## src/rtl/population_runner_pkg.sv

```systemverilog
// +--------------------------------------------------------------------------+
// | population_runner_pkg                                                    |
// | Shared FSM state type and sizing helpers for the population runner.      |
// | Revision: 1.0                                                            |
// +--------------------------------------------------------------------------+
`default_nettype none

package population_runner_pkg;

    typedef enum logic [2:0] {
        ST_IDLE = 3'd0,
        ST_LOAD = 3'd1,
        ST_RUN  = 3'd2,
        ST_NEXT = 3'd3,
        ST_DONE = 3'd4
    } state_t;

    // Genes per genome: one per neuron input plus one per network output.
    function automatic int genes_count(input int neurons, input int conns, input int outs);
        return neurons * conns + outs;
    endfunction

    // Index width that never collapses to zero bits.
    function automatic int idx_w(input int n);
        return (n > 1) ? $clog2(n) : 1;
    endfunction

endpackage

`default_nettype wire

```

## src/rtl/population_runner_if.sv

```systemverilog
// +--------------------------------------------------------------------------+
// | population_runner_if                                                     |
// | Controller, network I/O and RAM read port bundle.                        |
// | Optional macro: NET_SCORE_EN adds target/score/score_valid.              |
// | Revision: 1.0                                                            |
// +--------------------------------------------------------------------------+
`default_nettype none

interface population_runner_if #(
    parameter int INPUT_COUNT  = 1,
    parameter int OUTPUT_COUNT = 1,
    parameter int NETWORKS     = 16,
    parameter int GENE_W       = 16,
    parameter int ADDR_W       = 23
`ifdef NET_SCORE_EN
    ,
    parameter int SCORE_W      = 32
`endif
);
    import population_runner_pkg::*;

    localparam int NET_W = idx_w(NETWORKS);

    logic                    start;
    logic [63:0]             time_to_run;
    logic [ADDR_W-1:0]       base_addr;
    logic [INPUT_COUNT-1:0]  nin;
    logic [OUTPUT_COUNT-1:0] nout;
    logic                    busy;
    logic [NET_W-1:0]        active_network;
    logic                    network_finished;
    logic                    neurons_en;
    logic                    ram_req;
    logic [ADDR_W-1:0]       ram_addr;
    logic [GENE_W-1:0]       ram_rdata;
    logic                    ram_ready;
`ifdef NET_SCORE_EN
    logic [OUTPUT_COUNT-1:0] target;
    logic [SCORE_W-1:0]      score;
    logic                    score_valid;
`endif

`ifdef NET_SCORE_EN
    modport slave (
        input  start, time_to_run, base_addr, nin, ram_rdata, ram_ready, target,
        output nout, busy, active_network, network_finished, neurons_en,
               ram_req, ram_addr, score, score_valid
    );
    modport master (
        output start, time_to_run, base_addr, nin, ram_rdata, ram_ready, target,
        input  nout, busy, active_network, network_finished, neurons_en,
               ram_req, ram_addr, score, score_valid
    );
`else
    modport slave (
        input  start, time_to_run, base_addr, nin, ram_rdata, ram_ready,
        output nout, busy, active_network, network_finished, neurons_en,
               ram_req, ram_addr
    );
    modport master (
        output start, time_to_run, base_addr, nin, ram_rdata, ram_ready,
        input  nout, busy, active_network, network_finished, neurons_en,
               ram_req, ram_addr
    );
`endif

endinterface

`default_nettype wire

```

## src/rtl/population_runner_gene_fetch.sv

```systemverilog
// +--------------------------------------------------------------------------+
// | gene_fetch                                                               |
// | Req/ready sequencer streaming one genome into the gene buffer.           |
// | Revision: 1.0                                                            |
// +--------------------------------------------------------------------------+
`default_nettype none

module gene_fetch
    import population_runner_pkg::*;
#(
    parameter int GENES  = 5,
    parameter int GENE_W = 16,
    parameter int ADDR_W = 23,
    localparam int GI_W  = idx_w(GENES)
) (
    input  logic              clk,
    input  logic              rst,
    input  logic              go,
    input  logic              load_base,
    input  logic [ADDR_W-1:0] base_addr,
    input  logic              ram_ready,
    input  logic [GENE_W-1:0] ram_rdata,
    output logic              ram_req,
    output logic [ADDR_W-1:0] ram_addr,
    output logic              wr_en,
    output logic [GI_W-1:0]   wr_idx,
    output logic [GENE_W-1:0] wr_data,
    output logic              done
);

    logic              r_req;
    logic              r_gap;
    logic [ADDR_W-1:0] r_addr;
    logic [GI_W-1:0]   r_idx;

    logic w_accept;
    logic w_last;

    assign w_accept = r_req & ram_ready;
    assign w_last   = (r_idx == GI_W'(GENES - 1));

    // Genomes sit back to back, so the next network resumes at the running address.
    always_ff @(posedge clk) begin
        if (rst) begin
            r_req  <= 1'b0;
            r_gap  <= 1'b0;
            r_addr <= '0;
            r_idx  <= '0;
        end else if (go) begin
            r_req <= 1'b1;
            r_gap <= 1'b0;
            r_idx <= '0;
            if (load_base) begin
                r_addr <= base_addr;
            end
        end else if (w_accept) begin
            r_req  <= 1'b0;
            r_gap  <= ~w_last;
            r_addr <= r_addr + ADDR_W'(1);
            r_idx  <= w_last ? '0 : r_idx + GI_W'(1);
        end else if (r_gap) begin
            r_gap <= 1'b0;
            r_req <= 1'b1;
        end
    end

    assign ram_req  = r_req;
    assign ram_addr = r_addr;
    assign wr_en    = w_accept;
    assign wr_idx   = r_idx;
    assign wr_data  = ram_rdata;
    assign done     = w_accept & w_last;

endmodule

`default_nettype wire

```

## src/rtl/population_runner_neuron.sv

```systemverilog
// +--------------------------------------------------------------------------+
// | neuron                                                                   |
// | Registered NAND neuron; output held at 0 while disabled.                 |
// | Revision: 1.0                                                            |
// +--------------------------------------------------------------------------+
`default_nettype none

module neuron #(
    parameter int CONNECTIONS = 2
) (
    input  logic                   clk,
    input  logic                   rst,
    input  logic                   en,
    input  logic [CONNECTIONS-1:0] dendrites,
    output logic                   axon
);

    // Clearing while disabled gives every network a clean start.
    always_ff @(posedge clk) begin
        if (rst || !en) begin
            axon <= 1'b0;
        end else begin
            axon <= ~&dendrites;
        end
    end

endmodule

`default_nettype wire

```

## src/rtl/population_runner.sv

```systemverilog
// +--------------------------------------------------------------------------+
// | population_runner                                                        |
// | Loads each genome of a population from RAM, wires and runs its network.  |
// | Optional macro: NET_SCORE_EN enables per-network fitness scoring.        |
// | Revision: 1.0                                                            |
// +--------------------------------------------------------------------------+
`default_nettype none

module population_runner
    import population_runner_pkg::*;
#(
    parameter int INPUT_COUNT  = 1,
    parameter int OUTPUT_COUNT = 1,
    parameter int NEURON_COUNT = 2,
    parameter int CONNECTIONS  = 2,
    parameter int NETWORKS     = 16,
    parameter int GENE_W       = 16,
    parameter int ADDR_W       = 23
`ifdef NET_SCORE_EN
    ,
    parameter int SCORE_W      = 32
`endif
) (
    input  logic                clk,
    input  logic                rst,
    population_runner_if.slave  bus
);

    localparam int GENES = genes_count(NEURON_COUNT, CONNECTIONS, OUTPUT_COUNT);
    localparam int NET_W = idx_w(NETWORKS);
    localparam int GI_W  = idx_w(GENES);
    localparam int SIG_N = INPUT_COUNT + NEURON_COUNT;
    localparam logic [NET_W-1:0] LAST_NET = NET_W'(NETWORKS - 1);

    state_t            r_state;
    logic [NET_W-1:0]  r_net;
    logic [63:0]       r_ttr;
    logic [63:0]       r_cyc;
    logic              r_busy;
    logic              r_fin;
    logic              r_en;
    logic [GENE_W-1:0] r_genes [GENES];

    logic                    w_fetch_go;
    logic                    w_load_base;
    logic                    w_req;
    logic [ADDR_W-1:0]       w_addr;
    logic                    w_wr_en;
    logic [GI_W-1:0]         w_wr_idx;
    logic [GENE_W-1:0]       w_wr_data;
    logic                    w_fetch_done;
    logic                    w_cyc_done;
    logic [NEURON_COUNT-1:0] w_neuron_out;
    logic [SIG_N-1:0]        w_sig;
    logic [CONNECTIONS-1:0]  w_neuron_in [NEURON_COUNT];
    logic [OUTPUT_COUNT-1:0] w_out_sel;
    logic [OUTPUT_COUNT-1:0] w_nout;

    assign w_load_base = (r_state == ST_IDLE);
    assign w_fetch_go  = (r_state == ST_IDLE && bus.start) ||
                         (r_state == ST_NEXT && r_net != LAST_NET);
    // A zero run length still runs for one cycle.
    assign w_cyc_done  = (r_cyc == ((r_ttr == 64'd0) ? 64'd0 : r_ttr - 64'd1));

    gene_fetch #(
        .GENES  (GENES),
        .GENE_W (GENE_W),
        .ADDR_W (ADDR_W)
    ) u_gene_fetch (
        .clk       (clk),
        .rst       (rst),
        .go        (w_fetch_go),
        .load_base (w_load_base),
        .base_addr (bus.base_addr),
        .ram_ready (bus.ram_ready),
        .ram_rdata (bus.ram_rdata),
        .ram_req   (w_req),
        .ram_addr  (w_addr),
        .wr_en     (w_wr_en),
        .wr_idx    (w_wr_idx),
        .wr_data   (w_wr_data),
        .done      (w_fetch_done)
    );

    always_ff @(posedge clk) begin
        if (rst) begin
            r_state <= ST_IDLE;
            r_net   <= '0;
            r_ttr   <= '0;
            r_cyc   <= '0;
            r_busy  <= 1'b0;
            r_fin   <= 1'b0;
            r_en    <= 1'b0;
        end else begin
            r_fin <= 1'b0;
            case (r_state)
                ST_IDLE: begin
                    if (bus.start) begin
                        r_state <= ST_LOAD;
                        r_net   <= '0;
                        r_ttr   <= bus.time_to_run;
                        r_busy  <= 1'b1;
                    end
                end
                ST_LOAD: begin
                    if (w_fetch_done) begin
                        r_state <= ST_RUN;
                        r_en    <= 1'b1;
                        r_cyc   <= '0;
                    end
                end
                ST_RUN: begin
                    if (w_cyc_done) begin
                        r_state <= ST_NEXT;
                        r_en    <= 1'b0;
                    end else begin
                        r_cyc <= r_cyc + 64'd1;
                    end
                end
                ST_NEXT: begin
                    if (r_net == LAST_NET) begin
                        r_state <= ST_DONE;
                        r_fin   <= 1'b1;
                    end else begin
                        r_state <= ST_LOAD;
                        r_net   <= r_net + NET_W'(1);
                    end
                end
                ST_DONE: begin
                    r_state <= ST_IDLE;
                    r_busy  <= 1'b0;
                end
                default: r_state <= ST_IDLE;
            endcase
        end
    end

    // Fetch strobes only occur in LOAD, so RUN never disturbs the buffer.
    always_ff @(posedge clk) begin
        if (rst) begin
            for (int i = 0; i < GENES; i++) begin
                r_genes[i] <= '0;
            end
        end else if (w_wr_en) begin
            r_genes[w_wr_idx] <= w_wr_data;
        end
    end

    // Out-of-range indices fall through to the constant-0 default.
    function automatic logic pick_sig(input logic [GENE_W-1:0] sel,
                                      input logic [SIG_N-1:0]  sig);
        logic v;
        v = 1'b0;
        for (int i = 0; i < SIG_N; i++) begin
            if (sel == GENE_W'(i)) begin
                v = sig[i];
            end
        end
        return v;
    endfunction

    assign w_sig = {w_neuron_out, bus.nin};

    always_comb begin
        w_out_sel = '0;
        for (int n = 0; n < NEURON_COUNT; n++) begin
            w_neuron_in[n] = '0;
            for (int k = 0; k < CONNECTIONS; k++) begin
                w_neuron_in[n][k] = pick_sig(r_genes[n*CONNECTIONS + k], w_sig);
            end
        end
        for (int o = 0; o < OUTPUT_COUNT; o++) begin
            w_out_sel[o] = pick_sig(r_genes[NEURON_COUNT*CONNECTIONS + o], w_sig);
        end
    end

    for (genvar n = 0; n < NEURON_COUNT; n++) begin : g_neuron
        neuron #(
            .CONNECTIONS (CONNECTIONS)
        ) u_neuron (
            .clk       (clk),
            .rst       (rst),
            .en        (r_en),
            .dendrites (w_neuron_in[n]),
            .axon      (w_neuron_out[n])
        );
    end

    assign w_nout = (r_state == ST_RUN) ? w_out_sel : '0;

`ifdef NET_SCORE_EN
    logic [SCORE_W-1:0] r_score_cnt;
    logic [SCORE_W-1:0] r_score;
    logic               r_score_valid;
    logic [SCORE_W-1:0] w_score_next;

    assign w_score_next = ((w_nout == bus.target) && (r_score_cnt != '1)) ?
                          r_score_cnt + SCORE_W'(1) : r_score_cnt;

    // The final RUN cycle's match is folded into the published value.
    always_ff @(posedge clk) begin
        if (rst) begin
            r_score_cnt   <= '0;
            r_score       <= '0;
            r_score_valid <= 1'b0;
        end else begin
            r_score_valid <= 1'b0;
            if (r_state == ST_LOAD && w_fetch_done) begin
                r_score_cnt <= '0;
            end else if (r_state == ST_RUN) begin
                r_score_cnt <= w_score_next;
                if (w_cyc_done) begin
                    r_score       <= w_score_next;
                    r_score_valid <= 1'b1;
                end
            end
        end
    end

    assign bus.score       = r_score;
    assign bus.score_valid = r_score_valid;
`endif

    assign bus.nout             = w_nout;
    assign bus.busy             = r_busy;
    assign bus.active_network   = r_net;
    assign bus.network_finished = r_fin;
    assign bus.neurons_en       = r_en;
    assign bus.ram_req          = w_req;
    assign bus.ram_addr         = w_addr;

endmodule

`default_nettype wire

```

## src/flat_wrapper.sv

```systemverilog
// flat-port wrapper written by rule: the top's interface ports become plain ports
module population_runner_flat import population_runner_pkg::*;
#(
    parameter int INPUT_COUNT  = 1,
    parameter int OUTPUT_COUNT = 1,
    parameter int NEURON_COUNT = 2,
    parameter int CONNECTIONS  = 2,
    parameter int NETWORKS     = 16,
    parameter int GENE_W       = 16,
    parameter int ADDR_W       = 23

)
  (clk, rst, bus_start, bus_time_to_run, bus_base_addr, bus_nin, bus_ram_rdata, bus_ram_ready, bus_nout, bus_busy, bus_active_network, bus_network_finished, bus_neurons_en, bus_ram_req, bus_ram_addr);
  population_runner_if #(.INPUT_COUNT(INPUT_COUNT), .OUTPUT_COUNT(OUTPUT_COUNT), .NETWORKS(NETWORKS), .GENE_W(GENE_W), .ADDR_W(ADDR_W)) bus_i ();
  input  logic clk;
  input  logic rst;
  input wire logic [$bits(bus_i.start)-1:0] bus_start;
  input wire logic [$bits(bus_i.time_to_run)-1:0] bus_time_to_run;
  input wire logic [$bits(bus_i.base_addr)-1:0] bus_base_addr;
  input wire logic [$bits(bus_i.nin)-1:0] bus_nin;
  input wire logic [$bits(bus_i.ram_rdata)-1:0] bus_ram_rdata;
  input wire logic [$bits(bus_i.ram_ready)-1:0] bus_ram_ready;
  output wire logic [$bits(bus_i.nout)-1:0] bus_nout;
  output wire logic [$bits(bus_i.busy)-1:0] bus_busy;
  output wire logic [$bits(bus_i.active_network)-1:0] bus_active_network;
  output wire logic [$bits(bus_i.network_finished)-1:0] bus_network_finished;
  output wire logic [$bits(bus_i.neurons_en)-1:0] bus_neurons_en;
  output wire logic [$bits(bus_i.ram_req)-1:0] bus_ram_req;
  output wire logic [$bits(bus_i.ram_addr)-1:0] bus_ram_addr;
  assign bus_i.start = bus_start;
  assign bus_i.time_to_run = bus_time_to_run;
  assign bus_i.base_addr = bus_base_addr;
  assign bus_i.nin = bus_nin;
  assign bus_i.ram_rdata = bus_ram_rdata;
  assign bus_i.ram_ready = bus_ram_ready;
  assign bus_nout = bus_i.nout;
  assign bus_busy = bus_i.busy;
  assign bus_active_network = bus_i.active_network;
  assign bus_network_finished = bus_i.network_finished;
  assign bus_neurons_en = bus_i.neurons_en;
  assign bus_ram_req = bus_i.ram_req;
  assign bus_ram_addr = bus_i.ram_addr;
  population_runner #(.INPUT_COUNT(INPUT_COUNT), .OUTPUT_COUNT(OUTPUT_COUNT), .NEURON_COUNT(NEURON_COUNT), .CONNECTIONS(CONNECTIONS), .NETWORKS(NETWORKS), .GENE_W(GENE_W), .ADDR_W(ADDR_W)) u_core (.clk(clk), .rst(rst), .bus(bus_i));
endmodule
```

## config.mk

```make
export PLATFORM = sky130hd
export DESIGN_NAME = population_runner_flat
export DESIGN_NICKNAME = d
export VERILOG_FILES = /design/src/rtl/population_runner_pkg.sv /design/src/rtl/population_runner_if.sv /design/src/rtl/population_runner_gene_fetch.sv /design/src/rtl/population_runner_neuron.sv /design/src/rtl/population_runner.sv /design/src/flat_wrapper.sv
export SDC_FILE = /design/constraint.sdc
export NUM_CORES = 1
export LEC_CHECK = 0
export CORE_UTILIZATION = 44
export CTS_CLUSTER_DIAMETER = 200
export CTS_CLUSTER_SIZE = 20
export DETAILED_ROUTE_END_ITERATION = 8
export GPL_ROUTABILITY_DRIVEN = 0
export PLACE_DENSITY_LB_ADDON = 0.15
export REMOVE_ABC_BUFFERS = 1
export SYNTH_ARGS = -nofsm -noshare
export SYNTH_HDL_FRONTEND = slang
export SYNTH_HIERARCHICAL = 1
export SYNTH_SLANG_ARGS = --single-unit
```

## constraint.sdc

```tcl
create_clock -name clk -period 5.25 [get_ports clk]
set_clock_uncertainty 0.05 [all_clocks]
set_input_delay 1.05 -clock clk [delete_from_list [all_inputs] [get_ports clk]]
set_output_delay 1.05 -clock clk [all_outputs]
set_load 0.005 [all_outputs]
```

; ---- Yosys cells after proc, flatten, opt, wreduce, memory -nomap -nowiden
; Memory sizes are Yosys's and may differ from the RTL's.
; Index checks and enable logic that the tools add are counted.
[word_totals]
wordCells = 129
memories = 1
output_inout_bits = 32
mem_bits_rw = 80
reg_bits = 168
[classes]
n_eq_ne = 24
addsub = 5
n_reduce_logical = 32
muxes = 49
n_bitwise = 5
[memory_table]
columns = memory, words, word_bits, rd, rd_clocked_by_memory_dff, write_ports, line
row1 = u_core.r_genes, 5, 16, 5, 0, 5, population_runner.sv:42  ; logic [GENE_W-1:0] r_genes [GENES];
[op_table]
columns = cell, n
row1 = $mux 64, 3
row2 = $pmux 64 s2, 1
row3 = $eq 16x1->1 const B, 5
row4 = $eq 16x2->1 const B, 5
row5 = $logic_not 16->1, 5
row6 = $mux 23, 3
row7 = $add 64x1->64 const B, 1
row8 = $eq 64x64->1, 1
row9 = $logic_not 64->1, 1
row10 = $sub 64x1->64 const B, 1
row11 = $mux 1, 29
row12 = $add 23x1->23 const B, 1
row13 = $mux 3, 6
row14 = $mux 16, 1
row15 = $reduce_or 16->1, 1
row16 = $pmux 3 s4, 1
row17 = $reduce_and 3->1, 4
row18 = $reduce_and 2->1, 5
row19 = $mux 4, 2
row20 = $ne 2x2->1 const B, 4
row21 = $pmux 4 s2, 1
row22 = $reduce_bool 2->1, 4
row23 = $eq 3x2->1 const B, 2
row24 = $eq 3x3->1 const B, 2
row25 = 16 further kinds, 26

; ---- Logic depth before layout (Yosys ltp)
[depth]
word_depth = 6
ltp_mapped = 18
ltp_nobuf = 14

; ---- Modules after synthesis
; Netlist, hierarchy kept.
[by_module_without_submodules]
columns = mod, n_inst, seq_area_each_um2, area_each_um2, cells_each
row1 = population_runner, 1, 5165.0, 12329.3, 1441
row2 = gene_fetch, 1, 560.5, 1779.2, 224
row3 = neuron, 2, 20.0, 36.3, 3

; ---- Worst setup path before layout
; OpenSTA, ideal clock, no wires.
[synth_timing]
kind = reg2reg
start = register u_core.r_ttr[16]
end = register u_core.r_cyc[41]
required_time_ns = 5.072
stages_incl_launch_ff = 16
t_arrival_ns = 3.994
setup_time_ns = 0.128
path_slack_ns = 1.079
n_path_buf = 3
synth_period_minus_slack_ns = 4.171
cell_sequence = dfxtp_1 -> or4_4 -> or4_4 -> buf_6 -> nor4_4 -> xnor2_1 -> or4b_1 -> o311a_1 -> a2111o_1 -> nor4_4 -> and4b_1 -> buf_4 -> buf_4 -> nor3_1 -> xnor2_1 -> nor2_1
[synth_via]
elab_chain_len = 5
word_cells_on_any_way = 6
classes_between = 1 x add/sub / 2 x eq/ne / 1 x mux / 2 x reduce/logical
[synth_lines]
columns = item, line
row1 = from (decl), population_runner.sv:37  ; logic [63:0] r_ttr;
row2 = from (signal assigned), population_runner.sv:101  ; r_ttr <= bus.time_to_run;
row3 = $sub 64x1->64 / $logic_not 64->1 (equally long branches), population_runner.sv:63  ; assign w_cyc_done = (r_cyc == ((r_ttr == 64'd0) ? 64'd0 : r_ttr - 64'd1));
row4 = $mux 64 *, population_runner.sv:63
row5 = $eq 64x64->1 *, population_runner.sv:63
row6 = $ne 2x2->1 (no line) *, --
row7 = $reduce_and 3->1 (no line) *, --
row8 = to (signal assigned), population_runner.sv:117  ; r_cyc <= r_cyc + 64'd1;
row9 = to (decl), population_runner.sv:38  ; logic [63:0] r_cyc;
; Mark *: on every way between the ends. The rest lies on a longest branch, timed or not.
; A chain may end at the register's enable or synchronous reset.

; ---- Final worst setup path
[layout_timing]
start = register u_core.r_ttr[57]
end = register u_core.r_cyc[12]
; The elaborated chain is that of the path after synthesis.

==> results.cfg <==
[finish]
nNetsFinal = 1858
layout-drive-gt1-share_pct = 5.43
insertedDiodeCount = 0
area_growth_pct = 14.7

[route]
drc_errors = 0
drtPass1Iterations = 7
totalWireLength_um = 43100
viasPerCell = 6.17
wl_per_cell_um = 20.0
ant_nets = 0
vias = 13300
drt_iter0_drc = 1309

[logic_synthesis]
synth_seq_cells = 248
syn_area_per_cell_um2 = 8.49
synth_ff_type = dfxtp_1
ys_warn_count = 6
synth_cells = 1671
synth_top_family_by_area = simple AND/OR/NAND/NOR gates
synthMuxAreaShare_pct = 2.30
synth_simple_gate_area_share_pct = 32.4
synth_top_area_share_pct = 23.7
yosysMostFrequentCell = nand2_1
ys_async_sr_fraction_pct = 0
synth_xor_area_share_pct = 5.55
synth_top_area_cell = dfxtp_1
synth-adder-area-share_pct = 0.529
syn-cell-area_um2 = 14200
ys_seq_area_share_pct = 40.7
synth_edf_count = 80
synth_compound_area_share_pct = 14.2
yosysUniqueCellTypes = 88
netlist_top_cells_count = nand2_1 (215), dfxtp_1 (168), a21oi_1 (117), nor2_1 (101), and2_1 (94)
synth_area_leaders = dfxtp_1 (24%), edfxtp_1 (17%), nand2_1 (5.7%), and2_1 (4.1%), a21oi_1 (4.1%)

[global_routing]
grt_max_degree = 67
grt_remaining_overflow = 0
top_usage_layer = met2
met1_usage_pct = 35.5
grt_pass1_wl_um = 68300
met2_usage_pct = 42.7
grt_usage_pct = 25.9
grt_pass1_vias = 12300
antenna_found_initial = 1
grt_use_met3_pct = 3.35

[power]
ir_drop_mv = 0.284
leakage_nw = 5.67
power.total_w = 0.00409
p_per_area_nw_per_um2 = 252

[floorplan]
row_count = 65
die_y_um = 182
coreArea_um2 = 31600
ios = 140
fp.dieArea_um2 = 33000
die_w_um = 182
initial_core_util_pct = 44.8

[clock_tree]
h-tree-depth = 1
cts.path.max_buffers = 3
path_clk_slew_ns = 0.09
root_buffer = clkbuf_16
cts_sinks = 248
clk-insertion-delay-late_ns = 0.51
cts_buffers = 16
cts_hold_buf = 0
cts_tree = done

[timing]
hold_violations = 0
finalCritPeriodShare_pct = 93.6
max_clock_freq_ghz = 0.204
rsz0062_at_grt = no
period_needed_ns = 4.91
relSlewSlack_pct = 22.1
setup_viol = 0
tightest_slew_ns = 1.16
slew_viol_final = 0
tns_ns = 0

[place]
dp.final_hpwl_um = 31800
port_buffers = 139

[critical_path]
critPathMaxFanout = 17
cp-end-kind = register
worstSetupStartpointType = register
path_class = reg -> reg
cp.arrival_ns = 5.32
required_ns = 5.66

[outcome]
status = finished, final reports clean

[run]
maxCapViolations = 0

[worst_hold_path]
min_path_type = reg -> reg
[layer usage]
metal  vias to the layer above  wire [µm]
li1                       6306          -
met4                         0       1200
met5                         -          0
met2                       505      20200
met1                      6378      18600
met3                        82       3060
[timing repair]
item | CTS | global route
hold endpoints to repair | 0 | 0
endpoints found under the setup margin | 0 | 43
setup buffers | 0 | 5
resized for setup | 0 | 5
[power by group]
part,switching (W),internal (W)
Clock,0.000669,0.000573
Sequential,0.0000804,0.00204
Combinational,0.000412,0.000319
Total,0.00116,0.00293
[layout by cell type (no fill, tap or decap), drive strengths merged, types with 45 or more instances in the layout]
cell           netlist  layout
nand4               55      55
clkdlybuf4s50        0     138
dfxtp              168     168
nor2               102     102
nand3               55      55
xnor2               56      56
or3                 46      46
a21oi              117     117
o21ai               45      45
and2                94      94
edfxtp              80      80
nor3                66      66
nor4                71      71
nand2              215     215
[sequential cells by signal, indices dropped and copies added, names as in the netlist]
signal	flops
u_core/r_genes	80
u_core/r_cyc	64
u_core/r_ttr	64
u_core/u_gene_fetch/ram_addr	23
u_core/bus.active_network	4
u_core/r_state	3
u_core/u_gene_fetch/wr_idx	3
u_core/g_neuron.u_neuron/axon	2
u_core/bus.busy	1
u_core/bus.network_finished	1
u_core/bus.neurons_en	1
u_core/u_gene_fetch/r_gap	1
u_core/u_gene_fetch/ram_req	1
[stage by stage]
stage / hold WS, ns / util (%) / cells / worst slack (ns) / instance area [µm²]
6_report: 0.445 / 51.4 / 2151 / 0.336 / 16300
3_3_place_gp: 0.430 / 49.8 / 2123 / 0.165 / 15800
2_1_floorplan: 0.398 / - / 1555 / 0.527 / 13700
3_5_place_dp: 0.431 / 49.8 / 2123 / 0.0520 / 15800
4_1_cts: 0.445 / 51.2 / 2146 / 0.0110 / 16200
5_1_grt: 0.483 / 51.4 / 2151 / 0.0329 / 16300
[worst max-delay path: stages (launching register included)]
cell       delay (ns)
dfxtp_1          0.40
or4_1            0.63
nor4_1           0.44
nand4_1          0.45
or3_1            0.47
a2111oi_1        0.56
nand4_1          0.23
nor4_4           0.39
and4b_1          0.48
buf_4            0.24
nor2_4           0.11
a311oi_1         0.28
a41o_1           0.13
[worst paths after layout]
check                                      start               end  cells past startpoint  slack, ns
worst max register to register  u_core/r_ttr[57]  u_core/r_cyc[12]                     12       0.34
worst min register to register  u_core/r_ttr[55]  u_core/r_ttr[55]                      2       0.44
worst min-delay path            u_core/r_ttr[55]  u_core/r_ttr[55]                      2       0.44
worst max-delay path            u_core/r_ttr[57]  u_core/r_cyc[12]                     12       0.34
[cell families after synthesis]
group / after synthesis
AOI/OAI and AO/OA: 309
buffers and inverters: 142
and+or+nand+nor: 849
DFF: 248
adders and majority gates: 6
muxes: 32
xor gates and xnor gates: 85
[cell type report]
type                    count  area (µm²)
clock buffers              21         419
clock inverters             2        32.5
fillers                  3047       15400
inverters                  26        97.6
multi-input cells        1281        7820
flip-flops and latches    248        5770
well taps                 402         503
repair buffers            171        1630
(Power assumes the default switching activity.)
